===== config.mk =====
export PLATFORM = sky130hd
export DESIGN_NAME = ex_wb_dest_pipe
export DESIGN_NICKNAME = d
export VERILOG_FILES = /design/src/rtl/ex_wb_dest_pipe_pkg.sv /design/src/rtl/ex_wb_dest_pipe_dest_slot.sv /design/src/rtl/ex_wb_dest_pipe.sv
export SDC_FILE = /design/constraint.sdc
export NUM_CORES = 1
export LEC_CHECK = 0
export BUFFER_PORTS_ARGS = -buffer_cell sky130_fd_sc_hd__buf_4
export CAP_MARGIN = 5
export CORE_MARGIN = 2
export CORE_UTILIZATION = 51
export DETAILED_ROUTE_END_ITERATION = 10
export GPL_TIMING_DRIVEN = 0
export PLACE_DENSITY = 0.83
export SLEW_MARGIN = 20
export SYNTH_ARGS = -nofsm -noshare
export SYNTH_HDL_FRONTEND = slang
export SYNTH_HIERARCHICAL = 1
export SYNTH_SLANG_ARGS = --single-unit

===== constraint.sdc =====
create_clock -name clk -period 3.4 [get_ports clk]
set_input_delay 0.68 -clock clk [delete_from_list [all_inputs] [get_ports clk]]
set_output_delay 0.68 -clock clk [all_outputs]
set_load 0.03 [all_outputs]

===== src/rtl/ex_wb_dest_pipe_pkg.sv =====
// ex_wb_dest_pipe_pkg: destination-select encoding, default address width and slot layout.
package ex_wb_dest_pipe_pkg;
   localparam int REG_AW_DEF = 5;
   typedef enum logic [1:0] {
      DST_RT   = 2'b00,
      DST_RD   = 2'b01,
      DST_LINK = 2'b10,
      DST_NONE = 2'b11
   } dst_sel_e;
   typedef struct packed {
      logic [REG_AW_DEF-1:0] addr;
      logic                  wr;
   } slot_t;
endpackage


===== src/rtl/ex_wb_dest_pipe_dest_slot.sv =====
// dest_slot: one in-flight destination register {addr, wr}; clear beats hold beats load.
module dest_slot #(
   parameter int AW = 5
) (
   input  logic          clk,
   input  logic          rst_n,
   input  logic          hold,
   input  logic          clear,
   input  logic [AW-1:0] d_addr,
   input  logic          d_wr,
   output logic [AW-1:0] addr,
   output logic          wr
);
   logic [AW-1:0] addr_d, addr_q;
   logic          wr_d, wr_q;
   always_comb begin
      addr_d = clear ? '0 : hold ? addr_q : d_addr;
      wr_d   = clear ? 1'b0 : hold ? wr_q : d_wr;
   end
   always_ff @(posedge clk) begin
      if (!rst_n) begin
         addr_q <= '0;
         wr_q   <= 1'b0;
      end else begin
         addr_q <= addr_d;
         wr_q   <= wr_d;
      end
   end
   assign addr = addr_q;
   assign wr   = wr_q;
endmodule


===== src/rtl/ex_wb_dest_pipe.sv =====
// ex_wb_dest_pipe: EX destination select carried through NSTAGE slots to the register-file write port.
// Optional LINK_DEST_EN: dst_sel=10 selects LINK_REG instead of acting as no-write.
module ex_wb_dest_pipe
   import ex_wb_dest_pipe_pkg::*;
#(
   parameter int REG_AW   = REG_AW_DEF,
   parameter int NSTAGE   = 3,
   parameter int LINK_REG = 31
) (
   input  logic              clk,
   input  logic              rst_n,
   input  logic              issue_valid,
   input  logic              regwrite,
   input  logic [1:0]        dst_sel,
   input  logic [REG_AW-1:0] rt,
   input  logic [REG_AW-1:0] rd,
   input  logic              stall,
   input  logic              flush,
   input  logic [REG_AW-1:0] id_rs,
   input  logic [REG_AW-1:0] id_rt,
   output logic [REG_AW-1:0] ex_wbadd,
   output logic [REG_AW-1:0] wbadd,
   output logic              wb_en,
   output logic [NSTAGE-1:0] hit_rs,
   output logic [NSTAGE-1:0] hit_rt
);
   logic [REG_AW-1:0] sel_addr;
   logic              sel_wr;
   logic [REG_AW-1:0] s_addr [NSTAGE];
   logic [NSTAGE-1:0] s_wr;
`ifdef LINK_DEST_EN
   always_comb begin
      sel_addr = dst_sel == DST_RD ? rd : dst_sel == DST_LINK ? REG_AW'(LINK_REG) : rt;
      sel_wr   = issue_valid & regwrite & (dst_sel != DST_NONE) & (|sel_addr);
   end
`else
   logic unused_link;
   assign unused_link = ^LINK_REG;
   always_comb begin
      sel_addr = dst_sel == DST_RD ? rd : rt;
      sel_wr   = issue_valid & regwrite & (dst_sel == DST_RT || dst_sel == DST_RD) & (|sel_addr);
   end
`endif
   assign ex_wbadd = sel_addr;
   for (genvar i = 0; i < NSTAGE; i++) begin : g_slot
      if (i == 0) begin : g_head
         dest_slot #(.AW(REG_AW)) u_slot (
            .clk(clk), .rst_n(rst_n), .hold(stall), .clear(flush),
            .d_addr(sel_addr), .d_wr(sel_wr), .addr(s_addr[i]), .wr(s_wr[i])
         );
      end else begin : g_tail
         dest_slot #(.AW(REG_AW)) u_slot (
            .clk(clk), .rst_n(rst_n), .hold(stall), .clear(1'b0),
            .d_addr(s_addr[i-1]), .d_wr(s_wr[i-1]), .addr(s_addr[i]), .wr(s_wr[i])
         );
      end
      // register 0 never counts as a producer
      assign hit_rs[i] = s_wr[i] & (s_addr[i] == id_rs) & (|id_rs);
      assign hit_rt[i] = s_wr[i] & (s_addr[i] == id_rt) & (|id_rt);
   end
   assign wbadd = s_addr[NSTAGE-1];
   assign wb_en = s_wr[NSTAGE-1];
endmodule


* After elaboration in Yosys (flattened, before gate mapping)
Cells that the tools add are included.
Storage, ports and cells: register bits after elaboration 18, input port bits 28, word-level logic and storage cells 36
Operators by class: equal/unequal tests 7, mux-type cells 1, bitwise operators 16, reductions and logical operators 6
Operators with widths (number):
- 5-bit equality test | 6
- 1-bit bitwise AND | 15
- 5-bit OR reduction | 3
- 5-bit 2-to-1 mux | 1
- 2-bit by 1-bit equality test with 1-bit output (second input constant) | 1
- 2-bit logical NOT | 1
- 2-bit OR reduction | 1
- 1-bit logical OR | 1
- 1-bit inverter | 1

* Logic depth before layout (Yosys ltp)
Gate-level depths: netlist of the first run.
depth in word-level cells 4, depth in mapped cells 6, gate-level depth less buffers 5

* Hierarchy
The synthesis of the first run kept the hierarchy.
By module, submodules not included:
- dest_slot | times used 3, cells an instance 20, area each 220.2 sq um, sequential area each 120.1 sq um
- ex_wb_dest_pipe | times used 1, cells an instance 61, area each 474.2 sq um, sequential area each 0.0 sq um

* Least setup slack after synthesis of the first run
Ideal clock, no wire load.
path type input-to-output, start input id_rs[2], end output hit_rs[2], arrival 1828 ps, data required time 2720 ps, slack 892 ps, stages 3, buffers on the path 0, cells stage by stage xnor2_1 nand4_1 nor4_1
On the way: word-level cells in the longest chain between the ends 3, elaborated cells between the ends (all ways) 4, classes of those cells 1 x eq/ne; 2 x bitwise; 1 x reduce/logical
Ends and longest elaborated chain:
- from (decl) | line ex_wb_dest_pipe.sv:19 | input logic [REG_AW-1:0] id_rs,
- 5-bit equality test | line ex_wb_dest_pipe.sv:58 | assign hit_rs[i] = s_wr[i] & (s_addr[i] == id_rs) & (|id_rs);
- 1-bit bitwise AND | line ex_wb_dest_pipe.sv:58
- 1-bit bitwise AND (*) | line ex_wb_dest_pipe.sv:58
- to (decl) | line ex_wb_dest_pipe.sv:24 | output logic [NSTAGE-1:0] hit_rs,
Every way passes the cells marked *; elsewhere a longest branch is shown, timed or not.

* Worst setup path after layout of the first run
start input id_rt[1], end output hit_rt[0]
On the way: word-level cells in the longest chain between the ends 3, elaborated cells between the ends (all ways) 4, classes of those cells 1 x eq/ne; 2 x bitwise; 1 x reduce/logical
Ends and longest elaborated chain:
- from (decl) | line ex_wb_dest_pipe.sv:20 | input logic [REG_AW-1:0] id_rt,
- 5-bit equality test | line ex_wb_dest_pipe.sv:59 | assign hit_rt[i] = s_wr[i] & (s_addr[i] == id_rt) & (|id_rt);
- 1-bit bitwise AND | line ex_wb_dest_pipe.sv:59
- 1-bit bitwise AND (*) | line ex_wb_dest_pipe.sv:59
- to (decl) | line ex_wb_dest_pipe.sv:25 | output logic [NSTAGE-1:0] hit_rt
Marked as above.

==> results of run 1 <==
## kinds of logic after synthesis
logic type	share of synthesized area [%]
muxes	20.8
and+or+nand+nor	20.5
other	0.330
buffers and inverters	3.42
DFF	31.8
xor gates and xnor gates	23.2
## where the power goes
part	leakage (nW)	switching [mW]	total, mW	internal [mW]
registers	0.146	0.00450	0.218	0.214
clock network	0.0210	0.0692	0.134	0.0653
logic	0.508	0.0504	0.106	0.0556
total	0.675	0.124	0.459	0.335
## worst max-delay path, delay by kind of cell
kind	cells	cell delay [ns]
buffers and inverters	2	0.30
and+or+nand+nor	3	0.76
## worst paths after layout
path	end	slack, ns
worst max-delay path	hit_rt[0]	0.97
worst min-delay path	g_slot[2].g_tail.u_slot/addr[0]$_SDFFE_PP0N_	0.58
worst max register to register	g_slot[0].g_head.u_slot/addr[4]$_SDFFE_PP0N_	2.68
worst min register to register	g_slot[2].g_tail.u_slot/addr[0]$_SDFFE_PP0N_	0.58
## area by class of cell
cell class                 instances  area (um^2)  share of cell area, %
tap                               28         35.0                   2.29
multi-input combinational        100          739                   48.2
buffer                             4         38.8                   2.53
clock buffer                       4         36.3                   2.37
sequential                        18          360                   23.5
timing repair buffer              43          323                   21.1
## flip-flops by register name, summed over array words and instances, names as in the netlist
name / cells
g_slot.g_head.u_slot/addr: 5
g_slot.g_tail.u_slot/addr: 10
g_slot.g_tail.u_slot/wr: 2
g_slot.g_head.u_slot/wr: 1
## Yosys cell counts (all sizes together)
master,count
nand2,1
xnor2,18
or3,1
nor2,21
nor3,1
buf,4
dfxtp,18
mux2,5
nor2b,1
nand2b,3
or4,2
nor4,8
nand4,6
and3,1
mux2i,18
conb,1
xor2,12
## metal layers
layer / GRT usage [%] / vias up / share of wire, %
li1: - / 513 / -
met1: 27.9 / 484 / 45
met2: 40.0 / 31 / 50
met3: 2.63 / 8 / 3.7
met4: 7.66 / 0 / 2.1
met5: 0 / - / 0
==> key figures, run 1 <==
Status
  – Result of the run: finished clean

Finish
  – Non-Filler Cell Area, Final: roughly 1500 um^2
  – Commonest non-fill, non-tap cell in the layout: sky130_fd_sc_hd__buf_4
  – Most frequent cells in the layout: sky130_fd_sc_hd__buf_4 (43), sky130_fd_sc_hd__nor2_1 (19), sky130_fd_sc_hd__xnor2_1 (18), sky130_fd_sc_hd__mux2i_1 (18), sky130_fd_sc_hd__dfxtp_1 (18)
  – Net count of the finished layout: 198
  – Final std cells w/o fill: between 150 and 200
  – Number of fill cells: 176
  – Number of inserted diodes: 0
  – Layout-stage area growth over the synthesis result: 35.1%
  – Final standard cell utilization of the core: ~71%
  – Fraction of layout instances using a drive strength above 1: approximately 34%

Yosys
  – Synthesis Warnings: 6
  – Cell taking the most area after synthesis: sky130_fd_sc_hd__dfxtp_1
  – Top cell type's share of synthesized area: a little under a third
  – Cell count after synthesis: ~120
  – Number of register bits inferred by synthesis: 18
  – Count of unique library cells instantiated by Yosys: 19
  – Most area-consuming cells after synthesis: sky130_fd_sc_hd__dfxtp_1 (32%), sky130_fd_sc_hd__mux2i_1 (16%), sky130_fd_sc_hd__xnor2_1 (14%), sky130_fd_sc_hd__xor2_1 (9.3%), sky130_fd_sc_hd__nor2_1 (6.3%)
  – Syn Area/Cell: 9.38 um^2
  – Post-synthesis instance area: roughly 1100 um^2
  – Proportion of synthesized chip area in sequential cells: roughly a third

Clocking
  – Level count of the clock H-tree: 1
  – Cts repair resizes: 0
  – Num Clock Sinks: 18
  – Number of buffers added for setup after CTS: 0
  – Clock tree from TritonCTS: yes
  – Clock Path Buffers: 2
  – Clock latency at the later pin of the worst-skew pair: around 0.30 ns
  – Clk root buf: sky130_fd_sc_hd__clkbuf_4
  – Number of buffers created by CTS: 3
  – Post-CTS clock slew at the launch and capture registers of the worst setup and hold paths: ~0.11 ns
  – Number of buffers inserted by hold repair at cts: 0

Setup path
  – Required @ worst endpoint: about 2.7 ns
  – CP startpoint kind: primary input
  – Largest fanout on the critical path: 4
  – RR Startpoint: g_slot[0].g_head.u_slot/addr[4]$_SDFFE_PP0N_
  – Depth of the most critical reg-to-reg path: 2
  – Type of destination of the critical path: primary output
  – Arrival time of the worst setup path: approximately 1.8 ns
  – Cell breakdown of the critical path: buf_4 -> or4_1 -> nor2_2 -> nor4_1 -> buf_4
  – Cell with the largest stage delay on the worst path: sky130_fd_sc_hd__or4_1
  – Crit path kind: in -> out
  – Critical path's most frequent cell: sky130_fd_sc_hd__buf_4
  – Delay contributed by the slowest stage of the critical path: 0.53 ns
  – Critical path startpoint: id_rt[1]

Route
  – Drt wl/cell: about 14 um
  – Number of search-and-repair iterations in the first detailed-routing pass: 4
  – Remaining antenna violation count: 0
  – Total number of vias: slightly above 1,000
  – Wirelength, routed: about 2800 um
  – Violation count after the first detailed-route iteration: 15
  – Via-to-Cell Ratio: between 5 and 6
  – Post-route DRC: 0

Power
  – Power density over the cells: 299 nW/um^2
  – Maximum vdd ir drop: about 0.00027 V
  – Standby leakage power: around 0.67 nW
  – Post-layout power: approximately 0.46 mW

Global routing
  – Pin count of the biggest net entering global routing: 11
  – Global router's overall resource usage: between 20% and 30%
  – Global route overflow: 0
  – Number of global-route vias before repair: 1,044
  – Wire length of the first global-routing pass: around 4500 um
  – Number of antenna violations at the first check in global routing: 0

Die
  – Area of the core: between 2000 and 2500 um^2
  – Number of rows created at floorplan: 17
  – Die ar.: 2620 um^2
  – Die width: 51.2 um
  – Total I/O pin count: 45
  – Vertical extent of the die: 51.2 um
  – Effective utilization at floorplan: between 50% and 60%

Flow run
  – Max Cap Viol: 0

STA
  – Count of endpoints failing hold in the final timing report: 0
  – Setup TNS: 0 ns
  – RSZ-0062 raised after global routing: no
  – Fin crit period: approximately 2.4 ns
  – Final Setup Violations: 0
  – Post-route clock period utilization: a little under three quarters
  – Max Transition Viols Final: 0
  – Fin Hold WS: 0.585 ns
  – Top achievable clock speed: slightly above 400 MHz
  – Largest clock skew in the final design: ~0.0042 ns
  – Final worst slack: approximately 0.97 ns

Placement
  – Instance count after placement with tap cells included: between 150 and 200
  – Count of buffers from port buffering: between 40 and 50
  – Setup slack at placement: approximately 0.97 ns
  – Detailed placer's ending HPWL: 2270 um
  – Final weighted congestion in routability-driven placement: 0.767
  – Placed cell area: between 1000 and 1500 um^2

Hold path
  – Hold Path Stages: 2
  – Hold path startpoint: g_slot[1].g_tail.u_slot/addr[0]$_SDFFE_PP0N_
  – Class of the worst hold path: reg -> reg
Power figures use the tool's default switching activity.
==> inputs of run 2 (changes only) <==
Settings changed: CORE_UTILIZATION 51 to 48, PLACE_DENSITY 0.83 to 0.79.
Clock period 3.4 ns to 2.46 ns, I/O delays scaled along.
==> run 2 against run 1 <==
Clock power up 34%. Setup slack worse by 0.59 ns. Cell count unchanged. Combinational power up 37%. Critical path depth unchanged. Wire length up 1.8%. Hold slack worse by 0.10 ns. Sequential share of layout area unchanged. Non-clock buffer count unchanged. Power up 37%. Clock skew up 0.0041 ns. Global-route usage up 0.39 points. Critical path type unchanged.
==> key figures, run 2 (synthesis gave the netlist of run 1 again) <==
Clocking
  – Level count of the clock H-tree: 1 (unchanged)
  – Number of buffers inserted by hold repair at cts: 0 (unchanged)
  – Number of buffers created by CTS: 3 (unchanged)
  – Num Clock Sinks: 18 (unchanged)
  – Clock latency at the later pin of the worst-skew pair: 0.29 ns (about the same)
  – Cts repair resizes: 0 (unchanged)
  – Clock tree from TritonCTS: yes
  – Clk root buf: sky130_fd_sc_hd__clkbuf_4
  – Number of buffers added for setup after CTS: 0 (unchanged)
  – Clock Path Buffers: 2 (unchanged)
  – Post-CTS clock slew at the launch and capture registers of the worst setup and hold paths: 0.10 ns (about the same)

Route
  – Number of search-and-repair iterations in the first detailed-routing pass: 4 (unchanged)
  – Via-to-Cell Ratio: 5.25 (about the same)
  – Post-route DRC: 0 (unchanged)
  – Wirelength, routed: 2890 um (+1.8%)
  – Total number of vias: 1,035 (-0.097%)
  – Drt wl/cell: 14.7 um (+1.8%)
  – Remaining antenna violation count: 0 (unchanged)
  – Violation count after the first detailed-route iteration: 11 (-4)

Finish
  – Final standard cell utilization of the core: 68.6% (-2.7 points)
  – Final std cells w/o fill: 197 (unchanged)
  – Number of fill cells: 194 (+10%)
  – Footprint of the flip-flops and latches: 360 um^2 (unchanged)
  – Area used by multi-input combinational logic: 739 um^2 (unchanged)
  – Number of inserted diodes: 0 (unchanged)
  – Layout-stage area growth over the synthesis result: 35.1% (unchanged)
  – Flip-flop count of the largest register after layout: 10 (unchanged)
  – Most frequent cells in the layout: sky130_fd_sc_hd__buf_4 (43), sky130_fd_sc_hd__nor2_1 (19), sky130_fd_sc_hd__xnor2_1 (18), sky130_fd_sc_hd__mux2i_1 (18), sky130_fd_sc_hd__dfxtp_1 (18)
  – Net count of the finished layout: 198 (unchanged)
  – Fraction of layout instances using a drive strength above 1: 34.3% (unchanged)
  – Commonest non-fill, non-tap cell in the layout: sky130_fd_sc_hd__buf_4
  – Non-Filler Cell Area, Final: 1530 um^2 (unchanged)

Global routing
  – Number of antenna violations at the first check in global routing: 0 (unchanged)
  – Wire length of the first global-routing pass: 4670 um (+4.8%)
  – Global router's overall resource usage: 22.9% (+0.39 points)
  – Global route overflow: 0 (unchanged)
  – Pin count of the biggest net entering global routing: 11 (unchanged)
  – Number of global-route vias before repair: 1,032 (-1.1%)

STA
  – Max Transition Viols Final: 0 (unchanged)
  – RSZ-0062 raised after global routing: no
  – Top achievable clock speed: between 400 and 500 MHz
  – Largest clock skew in the final design: 0.00827 ns (+0.00407 ns)
  – Setup TNS: 0 ns (unchanged)
  – Count of endpoints failing hold in the final timing report: 0 (unchanged)
  – Fin Hold WS: 0.485 ns (-0.0998 ns)
  – Fin crit period: about 2.1 ns
  – Post-route clock period utilization: a little over four fifths
  – Final Setup Violations: 0 (unchanged)

Setup path
  – Arrival time of the worst setup path: 1.58 ns (-0.17 ns)
  – Critical path's most frequent cell: sky130_fd_sc_hd__buf_4
  – Cell with the largest stage delay on the worst path: sky130_fd_sc_hd__or4_1
  – Setup slack of the worst register-to-register path: 1.73 ns (-0.95 ns)
  – Cell breakdown of the critical path: buf_4 -> or4_1 -> nor2_2 -> nor4_1 -> buf_4
  – Critical path's top delay family: simple AND/OR/NAND/NOR gates
  – Crit path kind: in -> out
  – CP startpoint kind: primary input
  – Type of destination of the critical path: primary output
  – Delay contributed by the slowest stage of the critical path: 0.53 ns (about the same)
  – Worst Path Buf+Inv: 2 (unchanged)
  – Required @ worst endpoint: 1.97 ns (-0.75 ns)
  – Largest fanout on the critical path: 4 (unchanged)

Die
  – Area of the core: 2230 um^2 (+4.0%)
  – Number of rows created at floorplan: 17 (unchanged)
  – Vertical extent of the die: 52.6 um (+2.8%)
  – Die ar.: 2770 um^2 (+5.8%)
  – Total I/O pin count: 45 (unchanged)
  – Die width: 52.6 um (+2.8%)
  – Effective utilization at floorplan: 50.8% (-2.0 points)

Status
  – Result of the run: finished clean

Placement
  – Final weighted congestion in routability-driven placement: 0.830 (+8.3%)
  – Instance count after placement with tap cells included: 193 (unchanged)
  – Detailed placer's ending HPWL: 2360 um (+3.7%)
  – Placed cell area: 1500 um^2 (unchanged)
  – Count of buffers from port buffering: 43 (unchanged)

Power
  – Standby leakage power: 0.675 nW (unchanged)
  – Power density over the cells: 409 nW/um^2 (+37%)
  – Maximum vdd ir drop: 0.000382 V (+40%)

Hold path
  – Class of the worst hold path: in -> reg

Flow run
  – Max Cap Viol: 0 (unchanged)
## run 2: cell counts in the layout (fill, tap and decap cells not counted)
No cell type changed its count.
## run 2: worst reg2reg max path, stage by stage, from the launching register on
cell                      delay, ns
sky130_fd_sc_hd__dfxtp_1       0.45
sky130_fd_sc_hd__mux2i_1       0.12
sky130_fd_sc_hd__nor2_1        0.10
## run 2: where the power goes
group          internal [mW]  switching [mW]  total, mW  leakage [nW]
logic                 0.0767          0.0687      0.145         0.508
clock network         0.0902          0.0896      0.180        0.0210
registers              0.295         0.00623      0.302         0.146
total                  0.462           0.165      0.627         0.675
## run 2: through the flow
stage               setup WS (ns)  power, mW
finish                      0.383      0.627
global route                0.322      0.653
CTS                         0.392      0.632
detailed placement          0.397      0.453
global placement            0.423      0.449
floorplan                   0.244      0.387
## run 2: path summary, 6_finish.rpt
kind / depth (start not counted) / startpoint / endpoint
min reg2reg: 2 / g_slot[0].g_head.u_slot/wr$_SDFFE_PP0N_ / g_slot[1].g_tail.u_slot/wr$_SDFFE_PP0N_
max: 5 / id_rs[1] / hit_rs[2]
max reg2reg: 2 / g_slot[1].g_tail.u_slot/addr[1]$_SDFFE_PP0N_ / g_slot[2].g_tail.u_slot/addr[1]$_SDFFE_PP0N_
min: 3 / stall / g_slot[0].g_head.u_slot/addr[1]$_SDFFE_PP0N_
## run 2: cell type report
type | count | area share [%]
Multi-Input combinational cell | 100 | 48.2
Sequential cell | 18 | 23.5
Timing Repair Buffer | 43 | 21.1
Buffer | 4 | 2.53
Clock buffer | 4 | 2.37
Tap cell | 28 | 2.29
## run 2: layer usage
layer | up-vias | global-route usage, % | part of all wire, %
li1 | 514 | - | -
met1 | 494 | 29.4 | 44
met2 | 23 | 38.5 | 51
met3 | 4 | 5.43 | 3.7
met4 | 0 | 5.13 | 1.0
met5 | - | 0 | 0
==> inputs of run 3 (changes only) <==
Clock period 2.46 ns to 2.15 ns, I/O delays scaled along.
==> run 3 against run 2 <==
Critical path depth is the same. Setup slack worse by 0.20 ns. Cell count unchanged. Register-to-register slack lost 0.31 ns. Wire length decreased by 4.7%. Global-route usage down 0.72 points. Via count fell by 1.3%. Non-clock buffer count did not move. First-iteration DRC count is 82% higher. Power grew 15%. Clock power grew 15%. Die area is the same. Critical endpoint is now hit_rt[0].
==> key figures, run 3 (synthesis gave the netlist of run 1 again) <==
Status
  – Result of the run: finished clean

Flow run
  – Max Cap Viol: 0 (unchanged)

Finish
  – Number of fill cells: 182 (-6.2%)
  – Commonest non-fill, non-tap cell in the layout: sky130_fd_sc_hd__buf_4
  – Area used by multi-input combinational logic: 752 um^2 (+1.7%)
  – Number of inserted diodes: 0 (unchanged)
  – Final standard cell utilization of the core: 69.2% (+0.56 points)
  – Layout-stage area growth over the synthesis result: 36.2%
  – Most frequent cells in the layout: sky130_fd_sc_hd__buf_4 (43), sky130_fd_sc_hd__nor2_1 (19), sky130_fd_sc_hd__xnor2_1 (18), sky130_fd_sc_hd__mux2i_1 (18), sky130_fd_sc_hd__dfxtp_1 (18)
  – Net count of the finished layout: 198 (unchanged)
  – Flip-flop count of the largest register after layout: 10 (unchanged)
  – Footprint of the flip-flops and latches: 360 um^2 (unchanged)
  – Fraction of layout instances using a drive strength above 1: 35.5% (+1.2 points)

Setup path
  – Arrival time of the worst setup path: 1.54 ns (-0.04 ns)
  – Critical path's most frequent cell: sky130_fd_sc_hd__buf_4
  – Type of destination of the critical path: primary output
  – Critical path's top delay family: simple AND/OR/NAND/NOR gates
  – Worst Path Buf+Inv: 2 (unchanged)
  – Critical path startpoint: id_rt[1]
  – Cell breakdown of the critical path: buf_4 -> or4_1 -> nor2_2 -> nor4_1 -> buf_4
  – Setup slack of the worst register-to-register path: 1.42 ns (-0.31 ns)
  – Endpoint of the most critical register-to-register path: g_slot[0].g_head.u_slot/addr[4]$_SDFFE_PP0N_
  – Required @ worst endpoint: 1.72 ns (-0.25 ns)
  – RR Startpoint: g_slot[0].g_head.u_slot/addr[4]$_SDFFE_PP0N_
  – Number of cells on the critical path: 5 (unchanged)
  – Delay contributed by the slowest stage of the critical path: 0.55 ns (+0.02 ns)
  – Largest fanout on the critical path: 4 (unchanged)
  – Depth of the most critical reg-to-reg path: 2 (unchanged)
  – Crit path kind: in -> out
  – Cell with the largest stage delay on the worst path: sky130_fd_sc_hd__or4_1
  – CP startpoint kind: primary input

Route
  – Wirelength, routed: 2750 um (-4.7%)
  – Drt wl/cell: 14.0 um (-4.7%)
  – Remaining antenna violation count: 0 (unchanged)
  – Via-to-Cell Ratio: 5.19 (-1.3%)
  – Total number of vias: 1,022 (-1.3%)
  – Number of search-and-repair iterations in the first detailed-routing pass: 4 (unchanged)
  – Post-route DRC: 0 (unchanged)
  – Violation count after the first detailed-route iteration: 20 (+9)

Power
  – Switch share: 26.5% (+0.25 points)
  – Net switching power: 0.191 mW (+16%)
  – Standby leakage power: 0.676 nW (+0.11%)
  – Relative contribution of the clock network to total power: 28.8% (about the same)
  – Proportion of power drawn by combinational gates: 23.3% (about the same)
  – Post-layout power: 0.720 mW (+15%)
  – Power density over the cells: 466 nW/um^2 (+14%)
  – Register share of total power: 47.9% (-0.2 points)
  – Maximum vdd ir drop: 0.000467 V (+22%)
  – Internal portion of total power: 0.529 mW (+14%)

Hold path
  – Class of the worst hold path: in -> reg
  – Hold Path Stages: 3 (unchanged)
  – Hold path startpoint: stall
  – Hold Crit Endpoint: g_slot[0].g_head.u_slot/addr[0]$_SDFFE_PP0N_

STA
  – Post-route clock period utilization: between 90% and 100%
  – RSZ-0062 raised after global routing: no
  – Top achievable clock speed: about 500 MHz
  – Fin Hold WS: 0.415 ns (-0.0701 ns)
  – Fin crit period: 1.97 ns
  – Setup TNS: 0 ns (unchanged)
  – Largest clock skew in the final design: 0.00448 ns (-0.00379 ns)
  – Final Setup Violations: 0 (unchanged)
  – Final worst slack: 0.181 ns (-0.202 ns)
  – Count of endpoints failing hold in the final timing report: 0 (unchanged)
  – Max Transition Viols Final: 0 (unchanged)

Clocking
  – Level count of the clock H-tree: 1 (unchanged)
  – Post-CTS clock slew at the launch and capture registers of the worst setup and hold paths: 0.10 ns (about the same)
  – Clk root buf: sky130_fd_sc_hd__clkbuf_4
  – Cts repair resizes: 0 (unchanged)
  – Clock latency at the later pin of the worst-skew pair: 0.30 ns (about the same)
  – Number of buffers inserted by hold repair at cts: 0 (unchanged)
  – Number of buffers added for setup after CTS: 0 (unchanged)
  – Clock tree from TritonCTS: yes
  – Clock Path Buffers: 2 (unchanged)
  – Number of buffers created by CTS: 3 (unchanged)
  – Num Clock Sinks: 18 (unchanged)

Global routing
  – Wire length of the first global-routing pass: 4530 um (-3.0%)
  – Global router's overall resource usage: 22.2% (-0.72 points)
  – Pin count of the biggest net entering global routing: 11 (unchanged)
  – Number of antenna violations at the first check in global routing: 0 (unchanged)
  – Number of global-route vias before repair: 1,011 (-2.0%)
  – Global route overflow: 0 (unchanged)

Placement
  – Detailed placer's ending HPWL: 2240 um (-4.8%)
  – Setup slack at placement: 0.182 ns (-0.214 ns)
  – Count of buffers from port buffering: 43 (unchanged)
  – Final weighted congestion in routability-driven placement: 0.850 (+2.5%)

Die
  – Number of rows created at floorplan: 17 (unchanged)
  – Total I/O pin count: 45 (unchanged)
  – Area of the core: 2230 um^2 (unchanged)
  – Effective utilization at floorplan: 50.8% (unchanged)
  – Vertical extent of the die: 52.6 um (unchanged)
  – Die ar.: 2770 um^2 (unchanged)
  – Die width: 52.6 um (unchanged)
run 3: cell counts in the layout (fill, tap and decap cells not counted):
Identical to the previous run, type by type.
run 3: worst register-to-register path: stages, from the launching register on:
cell and delay (ns):
sky130_fd_sc_hd__dfxtp_1 0.37, sky130_fd_sc_hd__mux2i_1 0.20, sky130_fd_sc_hd__nor2_1 0.06
run 3: worst max-delay path by stage:
stage,end,slack [ns]
detailed placement,hit_rt[0],0.18
floorplan,hit_rs[0],0.15
global placement,hit_rt[0],0.21
CTS,hit_rt[0],0.18
finish,hit_rt[0],0.18
global route,hit_rt[0],0.13
run 3: final cells by class:
cell class                 instances  share of cell area, %
tap                               28                   2.27
timing repair buffer              43                   20.9
sequential                        18                   23.3
buffer                             4                   2.51
multi-input combinational        100                   48.7
clock buffer                       4                   2.35
run 3: routing by layer:
| metal | track usage (%) | wire length (um) | vias up |
|---|---|---|---|
| met3 | 6.57 | 93 | 5 |
| li1 | - | - | 517 |
| met4 | 5.56 | 23 | 0 |
| met2 | 37.1 | 1380 | 15 |
| met1 | 27.6 | 1250 | 485 |
| met5 | 0 | 0 | - |
run 3: per-stage QoR:
step / instance area, um^2 / std cells
detailed placement: 1510 / 193
global route: 1550 / 197
finish: 1550 / 197
floorplan: 1150 / 122
global placement: 1510 / 193
CTS: 1550 / 197
run 3: power by group through the flow:
stage	Sequential [mW]	Clock (mW)	Combinational, mW
after floorplan	0.351	0	0.0924
after global placement	0.352	0	0.162
after detailed placement	0.352	0	0.166
after CTS	0.345	0.212	0.168
after global routing	0.346	0.228	0.180
final	0.345	0.207	0.168
